**src/rtl/tdm_pkg.sv**
```systemverilog
// Shared definitions for the 1-to-4 TDM receive demultiplexer.
package tdm_pkg;

  typedef enum logic {
    HUNT = 1'b0,
    RUN  = 1'b1
  } state_t;

  localparam int NUM_SLOTS = 4;

  localparam logic [1:0] SLOT_A = 2'b00;
  localparam logic [1:0] SLOT_B = 2'b01;
  localparam logic [1:0] SLOT_C = 2'b10;
  localparam logic [1:0] SLOT_D = 2'b11;

  // One-hot channel strobe for a slot index.
  function automatic logic [NUM_SLOTS-1:0] slot_onehot(input logic [1:0] sl);
    logic [NUM_SLOTS-1:0] oh;
    oh     = '0;
    oh[sl] = 1'b1;
    return oh;
  endfunction

endpackage

```
**src/rtl/tdm_slot_ctr.sv**
```systemverilog
// Slot index tracker: 2-bit wrap counter with clear and load-to-slot-01.
module tdm_slot_ctr
  import tdm_pkg::*;
(
  input  logic       clk,
  input  logic       rst_n,
  input  logic       adv,
  input  logic       load1,
  input  logic       clr,
  output logic [1:0] s,
  output logic       last
);

  // Clear wins over load, load over advance; wrap is natural 2-bit overflow.
  always_ff @(posedge clk or negedge rst_n) begin
    if (!rst_n)     s <= SLOT_A;
    else if (clr)   s <= SLOT_A;
    else if (load1) s <= SLOT_B;
    else if (adv)   s <= s + 2'd1;
  end

  assign last = (s == SLOT_D);

endmodule

```
**src/rtl/tdm_demux4.sv**
```systemverilog
// 1-to-4 TDM demux: per-slot capture, frame-aligned output bank, sync tracking.
module tdm_demux4
  import tdm_pkg::*;
#(
  parameter int W = 1
) (
  input  logic                 clk,
  input  logic                 rst_n,
  input  logic [W-1:0]         din,
  input  logic                 din_valid,
  input  logic                 frame_start,
  output logic [W-1:0]         a,
  output logic [W-1:0]         b,
  output logic [W-1:0]         c,
  output logic [W-1:0]         d,
  output logic [NUM_SLOTS-1:0] ch_valid,
  output logic                 frame_valid,
  output logic [1:0]           s,
  output logic                 sync_err
);

  state_t state, state_nxt;

  logic [NUM_SLOTS-1:0][W-1:0] cap;

  logic       wr_en;
  logic [1:0] wr_slot;
  logic       err;
  logic       done;
  logic       ctr_adv, ctr_load1, ctr_clr;
  logic       last;

  tdm_slot_ctr u_ctr (
    .clk   (clk),
    .rst_n (rst_n),
    .adv   (ctr_adv),
    .load1 (ctr_load1),
    .clr   (ctr_clr),
    .s     (s),
    .last  (last)
  );

  // State register.
  always_ff @(posedge clk or negedge rst_n) begin
    if (!rst_n) state <= HUNT;
    else        state <= state_nxt;
  end

  // Next state: lock on frame_start, drop back to HUNT when slot 00 lacks frame_start.
  always_comb begin
    state_nxt = state;
    if (din_valid) begin
      case (state)
        HUNT:    if (frame_start) state_nxt = RUN;
        RUN:     if (!frame_start && s == SLOT_A) state_nxt = HUNT;
        default: state_nxt = HUNT;
      endcase
    end
  end

  // Per-sample decode: which capture slot to write, counter action, error and frame-done.
  // A misplaced frame_start restarts the frame at slot 00; the stale partial slots are
  // simply overwritten before the next completion, so nothing partial reaches the bank.
  always_comb begin
    wr_en     = 1'b0;
    wr_slot   = SLOT_A;
    err       = 1'b0;
    done      = 1'b0;
    ctr_adv   = 1'b0;
    ctr_load1 = 1'b0;
    ctr_clr   = 1'b0;
    if (din_valid) begin
      case (state)
        HUNT: begin
          if (frame_start) begin
            wr_en     = 1'b1;
            ctr_load1 = 1'b1;
          end
        end
        RUN: begin
          if (frame_start && s != SLOT_A) begin
            err       = 1'b1;
            wr_en     = 1'b1;
            ctr_load1 = 1'b1;
          end else if (!frame_start && s == SLOT_A) begin
            err     = 1'b1;
            ctr_clr = 1'b1;
          end else begin
            wr_en   = 1'b1;
            wr_slot = s;
            ctr_adv = 1'b1;
            done    = last;
          end
        end
        default: ;
      endcase
    end
  end

  // Capture registers, one per slot.
  always_ff @(posedge clk or negedge rst_n) begin
    if (!rst_n) begin
      cap <= '0;
    end else if (wr_en) begin
      for (int k = 0; k < NUM_SLOTS; k++)
        if (wr_slot == 2'(k)) cap[k] <= din;
    end
  end

  // Output bank and strobes; slot 11 goes straight from din so the bank lands with ch_valid[3].
  always_ff @(posedge clk or negedge rst_n) begin
    if (!rst_n) begin
      a           <= '0;
      b           <= '0;
      c           <= '0;
      d           <= '0;
      ch_valid    <= '0;
      frame_valid <= 1'b0;
      sync_err    <= 1'b0;
    end else begin
      ch_valid    <= wr_en ? slot_onehot(wr_slot) : '0;
      frame_valid <= done;
      sync_err    <= err;
      if (done) begin
        a <= cap[0];
        b <= cap[1];
        c <= cap[2];
        d <= din;
      end
    end
  end

endmodule

```
**config.mk**
```make
export PLATFORM = sky130hd
export DESIGN_NAME = tdm_demux4
export DESIGN_NICKNAME = d
export VERILOG_FILES = /design/src/rtl/tdm_pkg.sv /design/src/rtl/tdm_slot_ctr.sv /design/src/rtl/tdm_demux4.sv
export SDC_FILE = /design/constraint.sdc
export NUM_CORES = 1
export LEC_CHECK = 0
export ABC_CLOCK_PERIOD_IN_PS = 1690
export BUFFER_PORTS_ARGS = -buffer_cell sky130_fd_sc_hd__buf_4
export CELL_PAD_IN_SITES_DETAIL_PLACEMENT = 0
export CELL_PAD_IN_SITES_GLOBAL_PLACEMENT = 1
export CORE_AREA = 5 5 52 54
export DETAILED_ROUTE_END_ITERATION = 12
export DIE_AREA = 0 0 57 59
export PLACE_DENSITY_LB_ADDON = 0.08
export SYNTH_ARGS = -nofsm -noshare
export SYNTH_HDL_FRONTEND = slang
export SYNTH_HIERARCHICAL = 1
export SYNTH_SLANG_ARGS = --single-unit
```
**constraint.sdc**
```tcl
create_clock -name clk -period 1.69 [get_ports clk]
set_input_delay 0.0845 -clock clk [delete_from_list [all_inputs] [get_ports clk]]
set_output_delay 0.0845 -clock clk [all_outputs]
set_load 0.02 [all_outputs]
```
---- Word-level counts from Yosys, hierarchy flattened ----
Index checks and enable logic that the tools add are counted.
Widths: inputs -> output; s select.
operators by class
  add/sub/neg operators ................... 1
  multiply operators ...................... 0
  reductions and logical operators ........ 11
  shift-type cells ........................ 0
  mux-type cells .......................... 33
  equality and inequality tests ........... 3
  div/mod/pow operators ................... 0
  magnitude comparators ................... 2
  bitwise logic cells ..................... 1
operator list
  kind                 count
  $mux 1               21
  $mux 2               7
  $pmux 1 s2           3
  $reduce_and 2->1     3
  $eq 2x2->1 const B   2
  $logic_not 2->1      2
  $mux 4               1
  $logic_and 1x1->1    3
  $lt 2x3->1 const B   1
  $reduce_bool 3->1    1
  $add 2x1->2 const B  1
  $demux 1 s2          1
  $eq 2x1->1 const B   1
  $ge 2x1->1 const B   1
  $reduce_bool 2->1    1
  $logic_not 1->1      1
  $not 1->1            1
word-level totals
  bits of input ports ..................... 5
  output and inout port bits .............. 12
  memories kept ........................... 0
  bits in writable memories ............... 0
  bits in latches ......................... 0
  word-level logic and storage cells ...... 63
  memory bits (read-only) ................. 0
  flip-flop bits (word level) ............. 16

---- Depth between registers and ports, before layout ----
  depth after elaboration ................. 11
  gate-level depth with buffers ........... 7
  mapped depth without buffers ............ 7

---- Cells and area by module ----
The synthesis kept the hierarchy.
modules (own cells, without submodules)
  module        area each (sq um)  cells an instance  times used  sequential area each (sq um)
  tdm_demux4    659.4              48                 1           350.3
  tdm_slot_ctr  95.1               8                  1           50.0

---- Worst setup path after synthesis ----
OpenSTA, ideal clock, no wires.
  path kind ............................... register to register
  start point ............................. reg u_ctr.s[0]
  end point ............................... reg a
  data arrival time ....................... 1831 ps
  period minus slack after synthesis ...... 1956 ps
  stages on the path, launching flop included .. 8
  path buffers ............................ 1
  setup slack ............................. -266 ps
  data required time ...................... 1565 ps
  library setup time ...................... 125 ps
  cells stage by stage .................... dfrtp_1 > nor2_1 > inv_1 > ha_1 > nand4bb_4 > or2_1 > buf_6 > mux2_4
between the ends
  word-level cells in the longest chain between the ends .. 6
  elaborated cells on any way between the ends .. 9
  those cells by class .................... eq/ne (1); mux (4); reduce/logical (4)
ends and longest elaborated chain
  what                    line                text
  from (decl)             tdm_slot_ctr.sv:10  output logic [1:0] s,
  from (signal assigned)  tdm_slot_ctr.sv:19  else if (adv) s <= s + 2'd1;
  $logic_not 2->1         tdm_demux4.sv:85    end else if (!frame_start && s == SLOT_A) begin
  $logic_and 1x1->1       tdm_demux4.sv:85
  $mux 1                  tdm_demux4.sv:85
  $mux 1 (*)              tdm_demux4.sv:81    if (frame_start && s != SLOT_A) begin
  $mux 1 (*)              tdm_demux4.sv:73    case (state)
  $mux 1 (*)              tdm_demux4.sv:72    if (din_valid) begin
  to (signal assigned)    tdm_demux4.sv:125   a <= cap[0];
  to (decl)               tdm_demux4.sv:12    output logic [W-1:0] a,
Mark *: on every way between the ends. The rest lies on a longest branch, timed or not.
A chain may end at the register's enable or synchronous reset.

---- Worst setup path after layout ----
  start point ............................. reg u_ctr.s[1]
  end point ............................... reg cap[1] (netlist name)
between the ends
  word-level cells in the longest chain between the ends .. 8
  elaborated cells on any way between the ends .. 14
  those cells by class .................... eq/ne (1); mux (8); reduce/logical (5)
ends and longest elaborated chain
  what                             line               text
  $logic_not 2->1                  tdm_demux4.sv:85
  $logic_and 1x1->1                tdm_demux4.sv:85
  $mux 2                           tdm_demux4.sv:85
  $mux 2                           tdm_demux4.sv:81
  $mux 2                           tdm_demux4.sv:73
  $mux 2                           tdm_demux4.sv:72
  $eq 2x1->1                       tdm_demux4.sv:106  if (wr_slot == 2'(k)) cap[k] <= din;
  $reduce_and 2->1 (no line) (*)   -
  to (signal, indexed assignment)  tdm_demux4.sv:106
  to (decl)                        tdm_demux4.sv:24   logic [NUM_SLOTS-1:0][W-1:0] cap;
Marks and branches as above.

==> results.sh <==
export IMPL_synth_nets=65
export IMPL_final_nets=94
export IMPL_cp_arrival_ns=1.96
export IMPL_dieArea_um2=3360
export IMPL_tritoncts_num_sinks=16
export IMPL_ys_warn_count=6
export IMPL_critPathKind="flip-flop to flip-flop"
export IMPL_cp_max_fo=5
export IMPL_finalCriticalPeriod_ns=1.79
export IMPL_final_seq_area_um2=403
export IMPL_cts_root_buf="clkbuf_4"
export IMPL_critical_path_max_stage_delay_ns=0.43
export IMPL_crit_chain="nor2_4 > inv_2 > ha_2 > nand4bb_4 > nor4b_4 > mux2_4"
export IMPL_std_cell_rows=17
export IMPL_avgSynthCellArea_um2=13.5
export IMPL_critical_path_top_delay_family="simple AND/OR/NAND/NOR gates"
export IMPL_core_area_um2=2170
export IMPL_hold_class="primary input to flip-flop"
export IMPL_cts_tree="done"
export IMPL_synth_xor_xnor_area_share_pct=1.16
export IMPL_syn_inst=56
export IMPL_ant_nets=0
export IMPL_swShare_pct=35.5
export IMPL_port_buffers=16
export IMPL_syn_area_um2=754
export IMPL_setup_ws_ns=-0.100
export IMPL_ios=17
export IMPL_synth_compound_area_share_pct=3.65
export IMPL_cts_buffers=3
export IMPL_grt_overflow_total=0
export IMPL_drtIter0Drc=5
export IMPL_ys_seq_elements=16
export IMPL_yosysUniqueCellTypes=23
export IMPL_post_dp_hpwl_um=1090
export IMPL_place_ws_ns=-0.108
export IMPL_drt_first_pass_iters=2
export IMPL_timing_final_crit_share_pct=106
export IMPL_ys_seq_area_share_pct=53.1
export IMPL_vias_per_cell=4.52
export IMPL_intPower_mw=1.11
export IMPL_synth_fa_ha_area_share_pct=6.63
export IMPL_multi_input_area_um2=360
export IMPL_power_mw=1.73
export IMPL_start_kind="flip-flop"
export IMPL_cap_viol_max_count=0
export IMPL_power_leakage_nw=0.523
export IMPL_grt_pass1_wl_um=2570
export IMPL_clk_pin_slew_ns=0.09
export IMPL_fin_util_pct=48.0
export IMPL_power_switching_mw=0.613
export IMPL_initial_core_util_pct=34.8
export IMPL_clk_latency_ns=0.28
export IMPL_clockBufferDepth=2
export IMPL_grt_pass1_vias=539
export IMPL_power_frac_comb_pct=52.1
export IMPL_synth_top_family_by_area="simple AND/OR/NAND/NOR gates"
export IMPL_setup_violations=7
export IMPL_place_area_um2=951
export IMPL_h_tree_depth=1
export IMPL_gp_congestion=0.745
export IMPL_drv_slew=0
export IMPL_diodes=0
export IMPL_p_clk_share_pct=11.7
export IMPL_dieHeight_um=59
export IMPL_hold_slack_ns=0.0585
export IMPL_drc_errors=0
export IMPL_fmax_mhz=559
export IMPL_wl_per_cell_um=12.7
export IMPL_ir_drop_mv=0.750
export IMPL_die_x_um=57
export IMPL_fillers=213
export IMPL_design_area_um2=1040
export IMPL_fin_worst_skew_ns=0.00780
export IMPL_worstPathRequired_ns=1.86
export IMPL_timing_final_hold_violations=0
export IMPL_failed_checks="setup timing"
export IMPL_area_growth_pct=38.0
export IMPL_maxSlewHeadroom_pct=79.5
export IMPL_seq_power_share_pct=36.2
export IMPL_grt_start_max_net_pins=17
export IMPL_drt_wl_total_um=1430
export IMPL_synth_mux_area_share_pct=15.1
export IMPL_cp_num_buf_inv=1
export IMPL_antenna_found_initial=0
export IMPL_worst_path_max_delay_cell="dfrtp_2"
export IMPL_p_per_area_nw_per_um2=1660
export IMPL_num_vias=506
export IMPL_status="finished, violations left"
export IMPL_tightestPinTransition_ns=0.307
export IMPL_rsz0062_at_grt="yes"
export IMPL_synthSimpleGateAreaFrac_pct=15.8
export IMPL_end_kind="flip-flop"
export IMPL_grtUsageTotal_pct=10.1
export IMPL_layout_drive_gt1_share_pct=56.0
## path summary, 6_finish.rpt
path                             from           to  slack, ns  cells past startpoint
min in group asynchronous       rst_n  ch_valid[3]       0.19                      2
max                        u_ctr/s[1]       cap[1]      -0.10                      6
min                         din_valid        state       0.06                      2
min reg2reg                         c            c       0.52                      1
max reg2reg                u_ctr/s[1]       cap[1]      -0.10                      6
max in group asynchronous       rst_n   u_ctr/s[1]       1.31                      2
## layout make-up
type / count / area share (%)
multi-input combinational: 33 / 34.6
clock buffer: 4 / 2.52
sequential: 16 / 38.7
tap: 28 / 3.37
timing repair buffer: 26 / 19.0
inverter: 5 / 1.80
## per-layer routing
metal / share of wire (%) / wire [um] / global-route usage [%] / vias up
met1: 43 / 618 / 11.8 / 243
met4: 0.91 / 13 / 4.97 / 0
met2: 49 / 703 / 16.8 / 11
met5: 0 / 0 / 0 / -
li1: - / - / - / 250
met3: 6.4 / 92 / 3.05 / 2
## logic make-up (layout without fill, tap and decap cells)
logic type / after synthesis / after routing
flops: 16 / 16
simple gates: 15 / 15
mux: 9 / 9
buf+inv: 7 / 35
fa+ha+maj: 4 / 4
compound gates: 4 / 4
xor+xnor: 1 / 1
## timing repair
item	in CTS	in global routing
pin swaps	0	2
setup buffers	1	2
setup endpoints to repair	7	7
hold endpoints to repair	16	0
hold buffers	1	0
resized for setup	6	1
## power by group through the flow
| stage | Sequential [mW] | Combinational [mW] | Clock, mW |
|---|---|---|---|
| finish | 0.625 | 0.900 | 0.202 |
| global route | 0.642 | 0.978 | 0.238 |
| CTS | 0.627 | 0.890 | 0.214 |
| detailed placement | 0.634 | 0.810 | 0 |
| global placement | 0.633 | 0.808 | 0 |
| floorplan | 0.744 | 0.375 | 0 |
## cell usage in the layout, fill, tap and decap left out
cell type       n
and3_2          1
ha_1            3
clkbuf_4        3
dfrtp_2         2
nor2b_1         1
inv_2           2
nor4b_4         2
xnor2_1         1
ha_2            1
o2111a_1        1
or2_2           1
a21oi_1         2
nor3_1          2
a31oi_1         1
dfrtp_1        14
clkbuf_1        1
nor2_4          1
nand2_1         3
nor2_1          1
dlygate4sd3_1   1
inv_1           3
buf_4          25
nand4bb_4       1
and3_1          1
mux2_4          7
mux2i_1         2
or2_4           1
## per-stage QoR
| stage | cells | TNS [ns] |
|---|---|---|
| floorplan | 56 | -0.780 |
| global placement | 104 | -0.380 |
| detailed placement | 104 | -0.552 |
| CTS | 110 | -0.428 |
| global route | 112 | -1.01 |
| finish | 112 | -0.471 |
## state kept, by name (all words and copies together) (netlist names)
name         count
sync_err         1
a                1
state            1
c                1
b                1
ch_valid         4
d                1
u_ctr/s          2
cap              3
frame_valid      1
## cell usage after synthesis
master | count | area, um2
nand2_1 | 3 | 11.3
mux2i_1 | 2 | 20.0
inv_1 | 4 | 15.0
nor4b_2 | 2 | 30.0
o2111a_1 | 1 | 11.3
buf_6 | 1 | 11.3
buf_2 | 1 | 5.00
xnor2_1 | 1 | 8.76
a21oi_1 | 2 | 10.0
and3_1 | 1 | 6.26
inv_2 | 1 | 3.75
mux2_1 | 3 | 33.8
nor2b_1 | 1 | 6.26
nor2_1 | 2 | 7.51
a31oi_1 | 1 | 6.26
dfrtp_1 | 16 | 400
and3_2 | 1 | 7.51
or2_1 | 1 | 6.26
nor3_1 | 2 | 10.0
or2_2 | 1 | 6.26
mux2_4 | 4 | 60.1
ha_1 | 4 | 50.1
nand4bb_4 | 1 | 27.5
(Power assumes the default switching activity.)
